## config.mk

```make
export PLATFORM = sky130hd
export DESIGN_NAME = reg32_avalon_master
export DESIGN_NICKNAME = d
export VERILOG_FILES = /design/src/rtl/reg32_avalon_master.sv
export SDC_FILE = /design/constraint.sdc
export NUM_CORES = 1
export LEC_CHECK = 0
export ABC_CLOCK_PERIOD_IN_PS = 2300
export CORE_UTILIZATION = 46
export DETAILED_ROUTE_END_ITERATION = 6
export PLACE_DENSITY = 0.81
export SLEW_MARGIN = 10
export SYNTH_ARGS = -nofsm -noshare
export SYNTH_HDL_FRONTEND = slang
export SYNTH_SLANG_ARGS = --single-unit
```

## constraint.sdc

```tcl
create_clock -name clock -period 2.3 [get_ports clock]
set_clock_uncertainty 0.1 [all_clocks]
set_input_delay 0.46 -clock clock [delete_from_list [all_inputs] [get_ports clock]]
set_output_delay 0.46 -clock clock [all_outputs]
set_load 0.03 [all_outputs]
```

## src/rtl/reg32_avalon_master.sv

```systemverilog
// -----------------------------------------------------------------------------
// reg32_avalon_master
//
// Avalon-MM master that runs one command at a time, taken from an exported
// conduit. A command is a run of single-word transfers at consecutive word
// addresses:
//   - write mode fills memory with an incrementing data pattern
//     (cmd_data, cmd_data+DATA_INC, ...)
//   - read mode streams every returned word back out on rd_data/rd_valid
//
// Ports
//   clock, resetn      system clock, asynchronous active-low reset
//   start              command strobe, only looked at while idle
//   cmd_write          1 = write sequence, 0 = read sequence
//   cmd_address        byte address of the first word ([1:0] ignored)
//   cmd_data           first write data word
//   cmd_byteenable     byteenable for every transfer of the sequence
//   cmd_count          number of transfers (0 = complete with no bus activity)
//   busy               high while a sequence is on the bus
//   done               one-cycle pulse when a sequence completes
//   rd_valid/rd_data   one-cycle pulse and data for each accepted read
//   address, read, write, byteenable, writedata,
//   readdata, waitrequest   Avalon-MM master interface
// -----------------------------------------------------------------------------
module reg32_avalon_master #(
  parameter int unsigned COUNT_WIDTH = 16,
  parameter logic [31:0] DATA_INC    = 32'd1
) (
  input  logic                   clock,
  input  logic                   resetn,
  input  logic                   start,
  input  logic                   cmd_write,
  input  logic [31:0]            cmd_address,
  input  logic [31:0]            cmd_data,
  input  logic [3:0]             cmd_byteenable,
  input  logic [COUNT_WIDTH-1:0] cmd_count,
  output logic                   busy,
  output logic                   done,
  output logic                   rd_valid,
  output logic [31:0]            rd_data,
  output logic [31:0]            address,
  output logic                   read,
  output logic                   write,
  output logic [3:0]             byteenable,
  output logic [31:0]            writedata,
  input  logic [31:0]            readdata,
  input  logic                   waitrequest
);

  typedef enum logic [1:0] {
    IDLE = 2'd0,
    XFER = 2'd1,
    DONE = 2'd2
  } state_t;

  state_t                 state_q,      state_d;
  logic                   busy_q,       busy_d;
  logic                   done_q,       done_d;
  logic                   rd_valid_q,   rd_valid_d;
  logic [31:0]            rd_data_q,    rd_data_d;
  logic [31:0]            address_q,    address_d;
  logic                   read_q,       read_d;
  logic                   write_q,      write_d;
  logic [3:0]             byteenable_q, byteenable_d;
  logic [31:0]            writedata_q,  writedata_d;
  logic [COUNT_WIDTH-1:0] remaining_q,  remaining_d;
  logic                   dir_q,        dir_d;  // 1 = write sequence

  // NOTE: every *_d gets a default at the top of the block so no path leaves
  // it unassigned; that is what keeps this block free of inferred latches.
  always_comb begin
    state_d      = state_q;
    busy_d       = busy_q;
    done_d       = 1'b0;
    rd_valid_d   = 1'b0;
    rd_data_d    = rd_data_q;
    address_d    = address_q;
    read_d       = read_q;
    write_d      = write_q;
    byteenable_d = byteenable_q;
    writedata_d  = writedata_q;
    remaining_d  = remaining_q;
    dir_d        = dir_q;

    unique case (state_q)
      IDLE: begin
        read_d  = 1'b0;
        write_d = 1'b0;
        busy_d  = 1'b0;
        if (start) begin
          address_d    = {cmd_address[31:2], 2'b00};
          writedata_d  = cmd_data;
          byteenable_d = cmd_byteenable;
          remaining_d  = cmd_count;
          dir_d        = cmd_write;
          if (cmd_count != '0) begin
            state_d = XFER;
            busy_d  = 1'b1;
            read_d  = ~cmd_write;
            write_d = cmd_write;
          end else begin
            state_d = DONE;
            done_d  = 1'b1;
          end
        end
      end

      XFER: begin
        // Request, address and data simply hold while the agent stalls.
        if (!waitrequest) begin
          remaining_d = remaining_q - COUNT_WIDTH'(1);
          address_d   = address_q + 32'd4;  // natural wrap past FFFFFFFC
          if (dir_q) begin
            writedata_d = writedata_q + DATA_INC;
          end else begin
            rd_data_d  = readdata;
            rd_valid_d = 1'b1;
          end
          // Last word: drop the request on the accepting edge so the agent
          // never sees a phantom extra transfer.
          if (remaining_q == COUNT_WIDTH'(1)) begin
            state_d = DONE;
            done_d  = 1'b1;
            busy_d  = 1'b0;
            read_d  = 1'b0;
            write_d = 1'b0;
          end
        end
      end

      DONE: begin
        state_d = IDLE;
        busy_d  = 1'b0;
        read_d  = 1'b0;
        write_d = 1'b0;
      end

      default: begin
        state_d = IDLE;
        busy_d  = 1'b0;
        read_d  = 1'b0;
        write_d = 1'b0;
      end
    endcase
  end

  // NOTE: state is updated with non-blocking assignments only, so every flop
  // samples the values computed above for this edge regardless of ordering.
  always_ff @(posedge clock or negedge resetn) begin
    if (!resetn) begin
      state_q      <= IDLE;
      busy_q       <= 1'b0;
      done_q       <= 1'b0;
      rd_valid_q   <= 1'b0;
      rd_data_q    <= '0;
      address_q    <= '0;
      read_q       <= 1'b0;
      write_q      <= 1'b0;
      byteenable_q <= '0;
      writedata_q  <= '0;
      remaining_q  <= '0;
      dir_q        <= 1'b0;
    end else begin
      state_q      <= state_d;
      busy_q       <= busy_d;
      done_q       <= done_d;
      rd_valid_q   <= rd_valid_d;
      rd_data_q    <= rd_data_d;
      address_q    <= address_d;
      read_q       <= read_d;
      write_q      <= write_d;
      byteenable_q <= byteenable_d;
      writedata_q  <= writedata_d;
      remaining_q  <= remaining_d;
      dir_q        <= dir_d;
    end
  end

  assign busy       = busy_q;
  assign done       = done_q;
  assign rd_valid   = rd_valid_q;
  assign rd_data    = rd_data_q;
  assign address    = address_q;
  assign read       = read_q;
  assign write      = write_q;
  assign byteenable = byteenable_q;
  assign writedata  = writedata_q;

endmodule

```

### Word-level counts from Yosys, hierarchy flattened

Index checks and enable logic that the tools add are counted.

| word-level totals | value |
|---|---|
| bits in registers | 124 |
| bits of input ports | 121 |
| logic and storage cells | 67 |

| cells by class | value |
|---|---|
| add/subtract/negate cells | 3 |
| equality and inequality tests | 6 |
| mux-type cells | 34 |
| bitwise operators | 3 |
| reduce and logical (&&, ||, !) cells | 9 |

Operators with widths:

| cell | count |
|---|---|
| $mux 32 | 5 |
| $pmux 32 s2 | 2 |
| $add 32x1->32 const B | 1 |
| $add 32x3->32 const B | 1 |
| $mux 16 | 2 |
| $pmux 16 s2 | 1 |
| $eq 16x1->1 const B | 1 |
| $reduce_bool 16->1 | 1 |
| $sub 16x1->16 const B | 1 |
| $mux 1 | 15 |
| $reduce_and 3->1 | 3 |
| $mux 2 | 4 |
| $ne 2x2->1 const B | 4 |
| $pmux 1 s2 | 4 |
| $pmux 2 s2 | 1 |
| $reduce_and 2->1 | 2 |
| $reduce_and 4->1 | 1 |
| $not 1->1 | 3 |
| $eq 2x1->1 const B | 1 |
| $logic_not 2->1 | 1 |
| $reduce_bool 2->1 | 1 |

### Depth between registers and ports, before layout

Gate-level depths: netlist of the first run.

| depth | value |
|---|---|
| word-level depth | 4 |
| gate-level depth with buffers | 8 |
| gate-level depth less buffers | 7 |

### Worst setup path after synthesis of the first run

No wires, ideal clock.

| timing | value |
|---|---|
| path kind | register to register |
| start point | register writedata_q[0], in the netlist writedata[0] |
| end point | register writedata_q[22], in the netlist writedata[22] |
| setup time | 0.069 ns |
| arrival | 1.854 ns |
| required time | 2.131 ns |
| path slack | 0.277 ns |
| cell stages (with the launch flop) | 8 |
| path buffers | 1 |
| cells stage by stage | dfrtp_1 > ha_1 > and4_1 > and2_1 > buf_4 > nand2_1 > or4_1 > nand3_1 |

| on the way | value |
|---|---|
| longest elaborated chain between the ends | 4 |

RTL lines:

| element | line | source |
|---|---|---|
| from (decl) | 65 | `logic [31:0] writedata_q, writedata_d;` |
| from (signal assigned) | 173 | `writedata_q <= writedata_d;` |
| $add 32x1->32 | 114 | `writedata_d = writedata_q + DATA_INC;` |
| $mux 32 | 113 | `if (dir_q) begin` |
| $mux 32 | 110 | `if (!waitrequest) begin` |
| $pmux 32 s2 | 85 | `unique case (state_q)` |

Every way passes these cells. The select of a mux whose other input is x is not followed.
A chain may end at the register's enable or synchronous reset.

### Worst setup path after layout of the first run

| timing | value |
|---|---|
| start point | register writedata_q[8], in the netlist writedata[8] |
| end point | output writedata[8] |

RTL lines:

| element | line | source |
|---|---|---|
| to (decl) | 45 | `output logic [31:0] writedata,` |

No word-level cell between the ends.

==> results of run 1 <==
[sequential cells by signal (all words and copies together), names as in the netlist]
register	flops
done	1
remaining_q	16
write	1
address	30
byteenable	4
read	1
rd_data	32
writedata	32
state_q	2
rd_valid	1
dir_q	1
busy	1
[final timing paths]
check | end | cells past startpoint | slack, ns
setup / recovery | writedata[8] | 1 | 0.09
max in group asynchronous | rd_data[29] | 3 | 1.02
hold / removal | rd_data[13] | 1 | 0.38
hold reg to reg | rd_data[13] | 1 | 0.38
setup reg to reg | writedata[28] | 6 | 0.14
min in group asynchronous | address[3] | 2 | 0.46
[stage by stage]
| stage | cell area (um^2) | hold slack (ns) |
|---|---|---|
| 2_1_floorplan | 6680 | 0.0644 |
| 3_3_place_gp | 9270 | 0.361 |
| 3_5_place_dp | 9270 | 0.368 |
| 4_1_cts | 9910 | 0.387 |
| 5_1_grt | 9910 | 0.395 |
| 6_report | 9910 | 0.382 |
[cells in the final DEF, fill, tap and decap left out, types with 7 or more instances in the layout]
cell type,netlist,layout
nand4_1,16,16
and3_1,15,15
and2_1,7,7
a2bb2oi_1,8,8
mux2_1,32,32
o22ai_1,22,22
a21oi_1,82,80
dfrtp_1,122,122
nor3_1,19,19
nand3_1,33,33
o21ai_0,28,28
clkbuf_16,0,17
a31oi_1,9,9
buf_4,5,30
o21ai_1,15,15
nor2_1,62,62
o22a_1,12,12
buf_12,0,8
a21o_1,11,11
clkdlybuf4s50_1,0,220
nand2_1,68,68
or3_1,7,7
and4_1,8,8
[metal layers]
layer  wire [um]  up-vias  part of all wire, %  GRT usage [%]
met5           0        -                    0              0
met3        1630       37                  7.9           6.69
li1            -     3164                    -              -
met4         568        0                  2.8           12.0
met2        9810      286                   48           45.5
met1        8580     3186                   42           35.9
[area by class of cell]
cell class / count / share of cell area (%)
multi-input cells: 547 / 34.2
flip-flops and latches: 122 / 30.8
repair buffers: 259 / 26.2
clock buffers: 18 / 4.33
well taps: 180 / 2.27
clock inverters: 14 / 1.99
inverters: 6 / 0.227
[cells by family after synthesis]
group | Yosys count | synth area share (%)
multiplexers | 35 | 5.84
other | 1 | 0.0561
AND/OR/NAND/NOR | 278 | 22.3
flip-flops | 122 | 45.7
buffers and inverters | 56 | 4.06
adder cells (fa/ha/maj) | 4 | 0.749
AO/OA/AOI/OAI | 228 | 21.3
[power groups by stage]
stage	logic [W]	clock network (W)	registers [W]
after global routing	0.00635	0.00298	0.00417
after CTS	0.00594	0.00288	0.00402
after detailed placement	0.00591	0	0.00404
after floorplan	0.00194	0	0.00537
final	0.00591	0.00284	0.00402
after global placement	0.00580	0	0.00398
[repair_timing]
item,CTS,global route
gates resized for setup,0,1
endpoints found under the setup margin,0,1
hold buffers,1,0
hold endpoints to repair,34,0
==> impl_metrics.yaml, run 1 <==
worst_setup_path:
  reg2reg_from: "writedata[0]"
  cp_num_buf_inv: 1
  arrival_ns: 1.65
  crit_start: "writedata[8]"
  critPathKind: "flip-flop to primary output"
  crit_slowest_cell: "clkdlybuf4s50_1"
  cp_top_family: "buffers and inverters"
  crit_chain: "clkdlybuf4s50_1"
  cp_data_required_time_ns: 1.74
  path_max_fanout: 7
  setup.worst_path.start_class: "flip-flop"
  end_kind: "primary output"
  critPathMaxStageDelay_ns: 0.74
worst_hold_path:
  hp-start: "rd_data[13]"
  hold_class: "flip-flop to flip-flop"
floorplanning:
  num_io_pins: 226
  start_util_pct: 47.6
  die_height_um: 123
  design.core.area_mm2: 0.0140
  rows: 43
  fp.dieW_um: 123
  dieArea_mm2: 0.0150
synthesis:
  ys_seq_area_share_pct: 45.7
  synthesis.area_mm2: 0.00668
  ys_warn_count: 0
  synth-async-reset-ratio_pct: 100
  ys_types: 67
  synth-edff-count: 0
  synth_flop_cell: "dfrtp_1"
  netlist.top_cell.by_area: "dfrtp_1"
  synthTopCellsByCount: "122 x dfrtp_1, 82 x a21oi_1, 68 x nand2_1"
  yosysMostFrequentCell: "dfrtp_1"
  ys_seq_elements: 122
  synth.top_cell.area_share_pct: 45.7
  synth_area_leaders: "dfrtp_1 46%, a21oi_1 6.1%, mux2_1 5.4%"
  netlist_instances: 724
  syn_area_per_cell_um2: 9.23
clock_network:
  clkTransAtPathRegs_ns: 0.06
  tritoncts: "built"
  cts.sink_count: 122
  cts_made_buffers: 17
  clkLatencyLatePin_ns: 0.42
  cts_root_buffer: "clkbuf_16"
  htreeDepth: 4
  clockBufferDepth: 2
  cts_setup_buffers: 0
sta:
  fin_crit_sh_pct: 96.1
  fin_setup_tns_ns: 0
  tightest_slew_ns: 0.539
  max_slew_margin_pct: 64.0
  fmax_ghz: 0.452
  setup_viol: 0
  rsz0062_at_grt: "false"
  final_hold_viol_count: 0
  slew_violations: 0
  fin_crit_ns: 2.21
  fin_ws_ns: 0.0894
power:
  powerDensity_mw_per_mm2: 1290
  switching_share_pct: 41.4
  p_sw_w: 0.00529
  p_leak_nw: 4.04
  power_frac_clock_pct: 22.2
  power.internal_w: 0.00748
  irDropWorstVdd_mv: 0.749
  p_total_w: 0.0128
  pwr-share-seq_pct: 31.5
  power.share.combinational_pct: 46.3
placed_design:
  placed_cells: 1113
  gp_congestion: 0.893
  portBuffers: 221
  post-dp-hpwl_um: 14800
  post-place-ws_ns: 0.0284
drt:
  drcViolationCount: 0
  vias: 6673
  drt_pre_antenna_iters: 5
  vias_per_cell: 5.82
  wl_per_cell_um: 18.0
  ant_nets: 0
  drtIter0Drc: 407
  routed_wl_um: 20600
global_route:
  first_global_vias: 6293
  grt_max_degree: 78
  grt_pass1_wl_um: 32400
  grt_util_all_layers_pct: 28.1
  gr-total-overflow: 0
  antenna_found_initial: 0
finish:
  finish.utilization_pct: 70.6
  drive_above_1_share_pct: 9.52
  diodes: 0
  stdcell_count: 1146
  register_area_mm2: 0.00305
  syn2layout_area_growth_pct: 48.4
  multi_input_area_mm2: 0.00339
  nFillCells: 1064
  nNetsFinal: 1078
run:
  maxCapViolCount: 0
outcome:
  outcome: "completed"
Power figures use the tool's default switching activity.
==> inputs of run 2 (changes only) <==
--- a/config.mk
+++ b/config.mk
@@ -8,6 +8,7 @@
 export ABC_CLOCK_PERIOD_IN_PS = 2300
 export CORE_UTILIZATION = 46
 export DETAILED_ROUTE_END_ITERATION = 6
+export GPL_TIMING_DRIVEN = 0
 export PLACE_DENSITY = 0.81
 export SLEW_MARGIN = 10
 export SYNTH_ARGS = -nofsm -noshare
==> impl_metrics.yaml, run 2 (synthesis results as in run 1) <==
worst_setup_path:
  end_kind: "flip-flop"
  r2r_slack_ns: 0.04
  r2r_end: "remaining_q[15]"
  reg2reg_from: "state_q[1]"
  path_max_fanout: 10
  arrival_ns: 2.43
  cp_data_required_time_ns: 2.47
  worstRegToRegCells: 8
  setup.worst_path.start_class: "flip-flop"
  critPathKind: "flip-flop to flip-flop"
worst_hold_path:
  hold_end: "byteenable[1]"
  worstHoldPathCells: 2
  hp-start: "byteenable[1]"
  hold_class: "flip-flop to flip-flop"
floorplanning:
  start_util_pct: 47.6
  num_io_pins: 226
  die_height_um: 123
  fp.dieW_um: 123
  rows: 43
  dieArea_mm2: 0.0150
  design.core.area_mm2: 0.0140
sta:
  final_hold_viol_count: 0
  fin_crit_sh_pct: 98.3
  fin_setup_tns_ns: 0
  fin_crit_ns: 2.26
  fmax_ghz: 0.442
  fin_ws_ns: 0.0401
  hold_ws_ns: 0.372
  max_slew_margin_pct: 54.5
  tightest_slew_ns: 0.682
  slew_violations: 0
  rsz0062_at_grt: "false"
  setup_viol: 0
finish:
  finish.utilization_pct: 69.9
  diodes: 0
  layout_common_cells: "220 x clkdlybuf4s50_1, 122 x dfrtp_1, 81 x a21oi_1"
  multi_input_area_mm2: 0.00337
  syn2layout_area_growth_pct: 46.9
  nFillCells: 1118
  nNetsFinal: 1092
  layout_commonest_cell: "clkdlybuf4s50_1"
  register_area_mm2: 0.00305
  drive_above_1_share_pct: 9.69
clock_network:
  clockBufferDepth: 2
  cts.sink_count: 122
  htreeDepth: 4
  cts_setup_buffers: 0
  clkTransAtPathRegs_ns: 0.06
  cts_root_buffer: "clkbuf_16"
  tritoncts: "built"
  clkLatencyLatePin_ns: 0.42
  cts_made_buffers: 17
power:
  irDropWorstVdd_mv: 0.690
  p_total_w: 0.0129
  powerDensity_mw_per_mm2: 1310
  p_leak_nw: 4.01
drt:
  ant_nets: 0
  drt_pre_antenna_iters: 6
  routed_wl_um: 24000
  wl_per_cell_um: 20.7
  drtIter0Drc: 819
  vias_per_cell: 6.20
  vias: 7195
  drcViolationCount: 0
placed_design:
  portBuffers: 221
  gp_congestion: 0.907
  post-dp-hpwl_um: 17500
  post-place-ws_ns: -0.456
run:
  maxCapViolCount: 0
global_route:
  grt_util_all_layers_pct: 32.3
  grt_max_degree: 87
  grt_pass1_wl_um: 36400
  first_global_vias: 6702
  antenna_found_initial: 0
  gr-total-overflow: 0
outcome:
  outcome: "completed"
run 2: metrics by stage:
step | cell area, um^2 | std cells
2_1_floorplan | 6680 | 725
3_3_place_gp | 9120 | 1126
3_5_place_dp | 9150 | 1127
4_1_cts | 9800 | 1160
5_1_grt | 9810 | 1160
6_report | 9810 | 1160
run 2: worst max-delay path, stage by stage, from the launching register on:
cell,delay [ns]
dfrtp_1,0.37
buf_2,0.16
nor2b_1,0.18
buf_2,0.27
buf_2,0.28
buf_2,0.33
o21ai_1,0.11
a21oi_1,0.23
a21oi_1,0.07
run 2: report_power, final:
part | leakage, nW | total (W) | switching, W | internal (W)
clock network | 0.299 | 0.00288 | 0.00103 | 0.00185
registers | 1.46 | 0.00406 | 0.000993 | 0.00306
logic | 2.25 | 0.00594 | 0.00344 | 0.00250
total | 4.01 | 0.0129 | 0.00547 | 0.00741
run 2: layout make-up:
class,count,share of cell area [%]
Timing Repair Buffer,223,22.9
Sequential cell,122,31.1
Tap cell,180,2.29
Clock buffer,18,4.47
Multi-Input combinational cell,547,34.4
Clock inverter,14,1.99
Buffer,50,2.59
Inverter,6,0.229
run 2: worst max path at each step:
| stage | startpoint | end | slack (ns) | depth (start not counted) |
|---|---|---|---|---|
| after global placement | resetn | rd_valid | -4.24 | 1 |
| after global routing | state_q[1] | remaining_q[13] | 0.006 | 8 |
| after floorplan | writedata[0] | writedata[22] | 0.28 | 7 |
| after CTS | address[28] | address[28] | 0.06 | 1 |
| final | state_q[1] | remaining_q[15] | 0.04 | 8 |
| after detailed placement | waitrequest | address[14] | -0.46 | 6 |
run 2: what timing repair did:
item                                   in CTS  in global routing
resized for setup                           2                  5
setup endpoints to repair                   8                  4
hold buffers                                1                  0
endpoints found under the hold margin      36                  0
run 2: routing by layer:
metal / routed length [um] / GRT usage, % / up-vias
met1: 9090 / 40.8 / 3366
met2: 10900 / 50.1 / 542
met5: 0 / 0 / -
met4: 1000 / 15.5 / 0
met3: 3010 / 10.0 / 89
li1: - / - / 3198
==> inputs of run 3 (changes only) <==
--- a/config.mk
+++ b/config.mk
@@ -9,6 +9,7 @@
 export CORE_UTILIZATION = 46
 export DETAILED_ROUTE_END_ITERATION = 6
 export GPL_TIMING_DRIVEN = 0
+export MAX_ROUTING_LAYER = met4
 export PLACE_DENSITY = 0.81
 export SLEW_MARGIN = 10
 export SYNTH_ARGS = -nofsm -noshare
==> impl_metrics.yaml, run 3 (synthesis results as in run 1) <==
global_route:
  first_global_vias: 6634
  antenna_found_initial: 0
  gr-total-overflow: 0
  met2_usage_pct: 52.1
  top_usage_layer: "met2"
  use_met1_pct: 41.1
  grt_pass1_wl_um: 36600
  grt_max_degree: 86
  grt_util_met3_pct: 9.11
  grt_util_all_layers_pct: 33.7
placed_design:
  post-place-ws_ns: -0.546
  portBuffers: 221
  post-dp-hpwl_um: 17300
  gp_congestion: 0.924
  placed_cells: 1127
drt:
  wl_per_cell_um: 20.9
  routed_wl_um: 24200
  drtIter0Drc: 894
  ant_nets: 0
  vias: 7111
  vias_per_cell: 6.14
  drt_pre_antenna_iters: 7
  drcViolationCount: 2
worst_setup_path:
  critPathMaxStageDelay_ns: 0.74
  end_kind: "primary output"
  setup.worst_path.start_class: "flip-flop"
  cp_data_required_time_ns: 1.74
  cp_num_buf_inv: 1
  arrival_ns: 1.69
  cp_top_family: "buffers and inverters"
  worst-path-stages: 1
  worstRegToRegCells: 8
  path_max_fanout: 7
  crit_slowest_cell: "clkdlybuf4s50_1"
  critPathKind: "flip-flop to primary output"
  crit_chain: "clkdlybuf4s50_1"
clock_network:
  tritoncts: "built"
  cts_made_buffers: 17
  clkTransAtPathRegs_ns: 0.05
  clkLatencyLatePin_ns: 0.43
  htreeDepth: 4
  clockBufferDepth: 2
  cts.sink_count: 122
  cts_root_buffer: "clkbuf_16"
power:
  irDropWorstVdd_mv: 0.718
  powerDensity_mw_per_mm2: 1310
  p_leak_nw: 4.02
  p_total_w: 0.0129
worst_hold_path:
  hold_class: "flip-flop to flip-flop"
  worstHoldPathCells: 2
finish:
  stdcell_count: 1158
  drive_above_1_share_pct: 9.51
  nFillCells: 1092
  multi_input_area_mm2: 0.00338
  syn2layout_area_growth_pct: 47.0
  diodes: 0
  nNetsFinal: 1092
  layout_commonest_cell: "clkdlybuf4s50_1"
  register_area_mm2: 0.00305
  layout_common_cells: "220 x clkdlybuf4s50_1, 122 x dfrtp_1, 81 x a21oi_1"
sta:
  fin_ws_ns: 0.0527
  slew_violations: 0
  fin_crit_ns: 2.25
  fmax_ghz: 0.445
  hold_ws_ns: 0.373
  max_slew_margin_pct: 52.0
  rsz0062_at_grt: "false"
  fin_crit_sh_pct: 97.7
  fin_setup_tns_ns: 0
  setup_viol: 0
  final_hold_viol_count: 0
  tightest_slew_ns: 0.716
floorplanning:
  fp.dieW_um: 123
  start_util_pct: 47.6
  die_height_um: 123
  num_io_pins: 226
  rows: 43
  design.core.area_mm2: 0.0140
  dieArea_mm2: 0.0150
run:
  maxCapViolCount: 0
outcome:
  outcome: "finished with violations"
  violations: "DRC"
[run 3: layout make-up]
type / instances / area share (%)
multi-input cells: 547 / 34.4
clock buffers: 23 / 5.07
clock inverters: 7 / 1.40
inverters: 6 / 0.229
well taps: 180 / 2.29
plain buffers: 50 / 2.62
flip-flops and latches: 122 / 31.1
repair buffers: 223 / 22.9
[run 3: metrics by stage]
step           instance area, um^2  utilization [%]
2_1_floorplan                 6680                -
3_3_place_gp                  9120             65.0
3_5_place_dp                  9150             65.2
4_1_cts                       9800             69.8
5_1_grt                       9820             69.9
6_report                      9820             69.9
[run 3: metal layers]
| metal | share of wire, % | routed length, um | up-vias |
|---|---|---|---|
| li1 | - | - | 3191 |
| met1 | 38 | 9290 | 3340 |
| met2 | 46 | 11300 | 514 |
| met3 | 12 | 2830 | 66 |
| met4 | 3.5 | 853 | 0 |
| met5 | 0 | 0 | - |
[run 3: power by group]
| group | switching [W] | internal, W | total [W] |
|---|---|---|---|
| Sequential | 0.000994 | 0.00306 | 0.00406 |
| Clock | 0.000961 | 0.00194 | 0.00290 |
| Combinational | 0.00343 | 0.00251 | 0.00594 |
| Total | 0.00539 | 0.00751 | 0.0129 |
[run 3: path summary, 6_finish.rpt]
path                                from       endpoint  slack (ns)
setup / recovery            writedata[8]   writedata[8]        0.05
hold / removal             byteenable[2]  byteenable[2]        0.37
setup reg to reg              state_q[1]     address[4]        0.10
hold reg to reg            byteenable[2]  byteenable[2]        0.37
max in group asynchronous         resetn    rd_data[11]        0.94
min in group asynchronous         resetn    address[12]        0.41
[run 3: what timing repair did]
action | CTS | global route
cloned | 0 | 0
endpoints found under the hold margin | 37 | 0
gates resized for setup | 1 | 9
buffers inserted | 0 | 0
hold buffers | 1 | 0
setup endpoints to repair | 12 | 6
